==> config.mk <==
export PLATFORM = sky130hd
export DESIGN_NAME = mem_port_arbiter
export DESIGN_NICKNAME = d
export VERILOG_FILES = /design/src/rtl/mem_port_arbiter.sv
export SDC_FILE = /design/constraint.sdc
export NUM_CORES = 1
export LEC_CHECK = 0
export CAP_MARGIN = 20
export CORE_UTILIZATION = 36
export DETAILED_ROUTE_END_ITERATION = 16
export GPL_TIMING_DRIVEN = 0
export PLACE_DENSITY_LB_ADDON = 0.05
export SYNTH_ARGS = -nofsm -noshare
export SYNTH_HDL_FRONTEND = slang
export SYNTH_SLANG_ARGS = --single-unit
==> constraint.sdc <==
create_clock -name CLK -period 4 [get_ports CLK]
set_input_delay 0.6 -clock CLK [delete_from_list [all_inputs] [get_ports CLK]]
set_output_delay 0.6 -clock CLK [all_outputs]
set_load 0.05 [all_outputs]
==> src/rtl/mem_port_arbiter.sv <==
// rtl/mem_port_arbiter.sv - fetch/data arbiter for one single-port memory, data has priority.
// Define MEM_TIMEOUT_EN to abort transactions that see no MemAck within 15 busy cycles.
module mem_port_arbiter (
   input  logic        CLK,
   input  logic        reset,
   input  logic        IReqF,
   input  logic [31:0] IAddrF,
   output logic [31:0] IRdataF,
   output logic        IReadyF,
   input  logic        DReqM,
   input  logic        DWeM,
   input  logic [31:0] DAddrM,
   input  logic [31:0] DWdataM,
   output logic [31:0] DRdataM,
   output logic        DReadyM,
   output logic        MemReq,
   output logic        MemWe,
   output logic [31:0] MemAddr,
   output logic [31:0] MemWdata,
   input  logic [31:0] MemRdata,
   input  logic        MemAck,
   output logic        StallIF,
   output logic        StallMEM,
   output logic        ErrTimeout
);

   typedef enum logic [1:0] {IDLE, IBUSY, DBUSY} state_t;

   state_t state, stateNext;
   logic   grantD, grantI, done, timeoutHit;

`ifdef MEM_TIMEOUT_EN
   logic [3:0] busyCnt;

   // busyCnt counts finished busy cycles; abort as the 15th one ends without an ack
   assign timeoutHit = (state != IDLE) && !MemAck && (busyCnt == 4'd14);

   always_ff @(posedge CLK or posedge reset) begin
      if (reset) begin
         busyCnt    <= 4'd0;
         ErrTimeout <= 1'b0;
      end else begin
         if (grantD || grantI)
            busyCnt <= 4'd0;
         else if (state != IDLE && !done)
            busyCnt <= busyCnt + 4'd1;
         if (timeoutHit)
            ErrTimeout <= 1'b1;
      end
   end
`else
   assign timeoutHit = 1'b0;
   assign ErrTimeout = 1'b0;
`endif

   always_ff @(posedge CLK or posedge reset) begin
      if (reset)
         state <= IDLE;
      else
         state <= stateNext;
   end

   // A requester whose ready pulse is showing is skipped so it cannot be re-granted
   always_comb begin
      stateNext = state;
      grantD    = 1'b0;
      grantI    = 1'b0;
      done      = 1'b0;
      case (state)
         IDLE: begin
            if (DReqM && !DReadyM) begin
               grantD    = 1'b1;
               stateNext = DBUSY;
            end else if (IReqF && !IReadyF) begin
               grantI    = 1'b1;
               stateNext = IBUSY;
            end
         end
         IBUSY, DBUSY: begin
            if (MemAck || timeoutHit) begin
               done      = 1'b1;
               stateNext = IDLE;
            end
         end
         default: stateNext = IDLE;
      endcase
   end

   always_ff @(posedge CLK or posedge reset) begin
      if (reset) begin
         MemAddr  <= 32'h0;
         MemWdata <= 32'h0;
         MemWe    <= 1'b0;
         IRdataF  <= 32'h0;
         DRdataM  <= 32'h0;
         IReadyF  <= 1'b0;
         DReadyM  <= 1'b0;
      end else begin
         IReadyF <= 1'b0;
         DReadyM <= 1'b0;
         if (grantD) begin
            MemAddr  <= DAddrM;
            MemWdata <= DWdataM;
            MemWe    <= DWeM;
         end else if (grantI) begin
            MemAddr  <= IAddrF;
            MemWdata <= 32'h0;
            MemWe    <= 1'b0;
         end else if (done) begin
            MemWdata <= 32'h0;
            MemWe    <= 1'b0;
         end
         if (done) begin
            if (state == IBUSY) begin
               IReadyF <= 1'b1;
               IRdataF <= timeoutHit ? 32'h0 : MemRdata;
            end else begin
               DReadyM <= 1'b1;
               if (timeoutHit)
                  DRdataM <= 32'h0;
               else if (!MemWe)
                  DRdataM <= MemRdata;
            end
         end
      end
   end

   assign MemReq   = (state != IDLE);
   assign StallIF  = IReqF & ~IReadyF;
   assign StallMEM = DReqM & ~DReadyM;

endmodule

### Word-level counts from Yosys, hierarchy flattened

Cells that the tools add are included.

| operators by class | value |
|---|---|
| multiplexer cells | 23 |
| bitwise logic cells | 6 |
| reduce and logical (&&, ||, !) cells | 12 |
| equality and inequality tests | 4 |

Operators by type and width:

| cell | number |
|---|---|
| $mux W32 | 5 |
| $mux W1 | 14 |
| $mux W2 | 3 |
| $not A1 Y1 | 4 |
| $pmux W2 S2 | 1 |
| $reduce_and A2 Y1 | 2 |
| $reduce_bool A2 Y1 | 2 |
| $ne A3 B3 Y1 const B | 1 |
| $reduce_and A3 Y1 | 1 |
| $reduce_bool A3 Y1 | 1 |
| $and A1 B1 Y1 | 2 |
| $eq A2 B1 Y1 const B | 1 |
| $eq A2 B2 Y1 const B | 1 |
| $logic_and A1 B1 Y1 | 2 |
| $logic_not A1 Y1 | 2 |
| $logic_not A2 Y1 | 1 |
| $ne A2 B2 Y1 const B | 1 |
| $reduce_or A2 Y1 | 1 |

| storage, ports and cells | value |
|---|---|
| register bits | 133 |
| input port bits | 134 |
| logic and storage cells | 53 |

### Longest topological paths before layout

| depth | value |
|---|---|
| word-level depth | 7 |
| depth in mapped cells | 7 |

### Worst setup path before layout

No wires, ideal clock.

| path | value |
|---|---|
| path type | register to register |
| start | register IReadyF |
| end | register MemAddr[0] |
| cell stages (with the launch flop) | 6 |
| path slack | 2.205 ns |
| data required time | 3.874 ns |
| data arrival time | 1.669 ns |
| clock period less this slack | 1.795 ns |
| path through | dfrtp_1 -> nor2b_4 -> o21ai_2 -> buf_6 -> buf_6 -> a221o_1 |

| between the ends | value |
|---|---|
| longest elaborated chain between the ends | 6 |

Ends and longest elaborated chain:

| element | line | text |
|---|---|---|
| start: declaration | 9 | `output logic IReadyF,` |
| start signal: assignment | 96 | `IReadyF <= 1'b0;` |
| start signal: assignment | 99 | `IReadyF <= 1'b0;` |
| start signal: assignment | 115 | `IReadyF <= 1'b1;` |
| $logic_not A1 Y1 | 74 | `end else if (IReqF && !IReadyF) begin` |
| $logic_and A1 B1 Y1 | 74 |  |
| $mux W1 | 74 |  |
| $mux W1 | 71 | `if (DReqM && !DReadyM) begin` |
| $mux W1 | 69 | `case (state)` |
| $reduce_bool A2 Y1 (no line) | -- |  |
| end signal: assignment | 102 | `MemAddr <= DAddrM;` |
| end signal: assignment | 106 | `MemAddr <= IAddrF;` |
| end: declaration | 18 | `output logic [31:0] MemAddr,` |

Every way passes these cells.
A chain may end at the register's enable or synchronous reset.

### Worst setup path in the final report

| path | value |
|---|---|
| start | input IReqF |
| end | output StallIF |

| between the ends | value |
|---|---|
| longest elaborated chain between the ends | 1 |

Ends and longest elaborated chain:

| element | line | text |
|---|---|---|
| start: declaration | 6 | `input logic IReqF,` |
| $and A1 B1 Y1 | 129 | `assign StallIF = IReqF & ~IReadyF;` |
| end: declaration | 22 | `output logic StallIF,` |

Every way passes these cells.

==> results.txt <==
The worst path setup slack after routing came out at ~1.3 ns. The storage element area is 0.00333 mm2. The number of global-route vias before repair came out at between 4k and 5k. The shortest period the worst path allows is 2.71 ns. Ranked by total cell area, the synthesized netlist is headed by dfrtp_1, mux2_2, a32o_1.

The area growth from synthesis to final layout came out at 66.5%. The startpoint identified for the worst hold timing path is DRdataM[25]$_DFFE_PP0P_. The count of buffers added on input and output ports is between 200 and 300. For this design, the CTS-stage hold fixing added 0 buffers.

The synthesized area per cell came out at ~15 um2. The number of fill cells came out at around 1.1k. Including well taps, the total number of placed cells is 796.

For this run, asynchronously set or reset flops after synthesis account for 1.00. The total number of vias is 4117. The number of failing hold endpoints at the final stage is 0.

The deepest level of the CTS H-tree is 4. The post-synthesis register bit count came out at 133. The total half-perimeter wirelength after legalization and detailed placement came out at ~11000 um. The capturing element type of the critical path is an output port.

The routability-driven placement congestion ratio is approximately 0.75. The horizontal die dimension is about 120 um. The count of pins over their slew limit was 0. The total iterations of the first detailed-routing run came out at 4. In this run the deepest clock path goes through 2 buffers.

Once the clock tree was built, the setup fixing pass inserted 0 buffers. CTS placed an instance of clkbuf_16 at the clock tree root. After the flow finishes, the layout carries non-filler instances totaling a little over 800. In the layout the commonest cells are clkdlybuf4s50_1, dfrtp_1, mux2_2, a32o_1, a221o_1. The number of maximum-capacitance constraint violations is 0. The core region is 0.0141 mm2. The initial antenna violation count was 0. After detailed routing, the number of remaining DRC violations is 0. The min-delay analysis places its worst path in the category flip-flop to flip-flop. Clock latency on the worst-skew pair, taken at its later pin, is approximately 0.41 ns. The number of routed nets with antenna violations came out at 0. The synthesized design contains 0 enable-type register cells. The number of clock sinks came out at between 100 and 150.

The share of synthesized area in the top cell type comes to 0.628. The required time of the critical path came out at about 3.4 ns. The routed design has between 15000 and 20000 um of wire. By startpoint and endpoint, the worst setup path is classified as input port to output port. The routed wirelength normalized by instance count came out at roughly 19 um. The number of top-level design ports is 269.

After the first detailed-routing iteration, the DRC count stood at 141. The top fanout value on the critical path is 5. The sum of overflow across all layers after global routing is 0. In this run the tightest slew margin relative to its limit is 0.629. The number of standard cells after synthesis came out at between 300 and 400. Summed over all failing endpoints, the final setup total negative slack is 0 ns.

The antenna diode instance count came out at 0. The site row count came out at 43. The global-route wire length before repair came out at approximately 23000 um. The share of the cycle needed by the critical path after routing is 0.676.

The total area of multi-input combinational cells came out at 0.00173 mm2. The largest total area in the synthesized netlist belongs to dfrtp_1. The number of cells upsized or downsized after cts is 0. The net count after synthesis is 482.

The slew of the pin with the lowest slew margin came out at approximately 0.56 ns. The global-route usage over all layers is 0.208. The critical path data arrival time came out at ~2.1 ns. The height of the die is approximately 120 um. For this design the static power due to leakage is roughly 3.7 nW. The final number of setup-violating endpoints is 0. Leaving out fill and tap cells, the most frequent cell in the layout is clkdlybuf4s50_1. The peak ir drop on the vdd network came out at between 0.6 and 0.7 mV.

Entering global routing, the biggest net connects between 40 and 50 pins. The worst slack after detailed placement came out at between 1 and 1.5 ns. The synthesized netlist occupies a cell area of ~0.0053 mm2.

The cell area power density is around 1000 mW/mm2. The CTS clock-pin slew for the worst setup and hold paths is 0.05 ns. The TritonCTS buffer count came out at 17. The worst setup path is launched from an input port. The critical path starts at IReqF. TritonCTS built the clock tree.

The flow ran to the end, and the final reports show no timing, DRC or antenna violations. The number of distinct library cells after synthesis is 29. Yosys printed 0 warnings. The startpoint identified for the worst register-to-register timing path is state[0]$_DFFE_PP0P_. The most used flip-flop cell after synthesis is dfrtp_1. The die area is ~0.015 mm2. Setup repair after global routing left no endpoint under its margin.

The proportion of synthesized chip area in sequential cells is 0.628. The initial core utilization came out at 0.376. The final net count came out at 771. Using the TritonRoute via totals, the vias-per-cell ratio works out to 4.97.

The final worst clock skew came out at roughly 0.0063 ns. The maximum frequency from static timing analysis is ~370 MHz. The proportion of layout cells with a drive suffix above 1 came out at 0.196.
[Yosys cell counts (all sizes together) (2+ instances only)]
cell	count
mux2	64
a221o	32
ha	2
a32o	33
clkbuf	4
nand2b	2
dfrtp	133
buf	24
a21oi	2
nand2	2
and2	32
inv	5
[per-stage QoR]
step	power [mW]	utilization	cell area [um2]	hold WS, ns
after global routing	9.69	0.626	8830	0.518
final	9.25	0.626	8830	0.488
after floorplan	5.94	-	5310	0.519
after global placement	7.75	0.582	8200	0.472
after CTS	9.35	0.626	8830	0.494
after detailed placement	7.84	0.586	8260	0.481
[sequential cells by signal, summed over array words and instances, names as in the netlist]
name / cells
MemWdata: 32
MemWe: 1
MemAddr: 32
IRdataF: 32
DRdataM: 32
IReadyF: 1
DReadyM: 1
state: 2
[per-layer routing]
layer  vias up  track usage  share of wire
met4         0       0.0693          0.015
li1       1881            -              -
met2       163        0.360           0.51
met5         -            0              0
met3        20       0.0909          0.098
met1      2053        0.227           0.37
[worst max-delay path, cell delays in order]
cell and delay [ns]:
clkdlybuf4s50_1 0.46, nor2b_4 0.21, clkdlybuf4s50_1 0.83
[power breakdown]
group	internal, mW	leakage, nW	switching (mW)
combinational	2.02	1.80	3.38
sequential	2.02	1.65	0.351
clock	0.917	0.276	0.562
[cells by family after synthesis]
logic type / after synthesis / share of synthesized area
AOI/OAI and AO/OA: 70 / 0.129
adders and majority gates: 2 / 0.00472
buffers and inverters: 34 / 0.0465
DFF: 133 / 0.628
muxes: 64 / 0.136
other: 1 / 0.000707
and+or+nand+nor: 42 / 0.0552
[path summary, 6_finish.rpt]
kind                                                end  slack, ns  cells after the start
worst max register to register  DRdataM[15]$_DFFE_PP0P_       2.07                      6
worst max-delay path                            StallIF       1.29                      3
min in group asynchronous             IReadyF$_DFF_PP0_       0.57                      2
worst min-delay path            DRdataM[25]$_DFFE_PP0P_       0.49                      1
max in group asynchronous       MemWdata[2]$_DFFE_PP0P_       2.60                      4
worst min register to register  DRdataM[25]$_DFFE_PP0P_       0.49                      1
[layout make-up]
class,count,area share
inverters,6,0.00312
plain buffers,28,0.0252
flip-flops and latches,133,0.377
repair buffers,270,0.310
clock inverters,8,0.00836
multi-input cells,179,0.196
clock buffers,24,0.0557
well taps,180,0.0255
(Power assumes the default switching activity.)
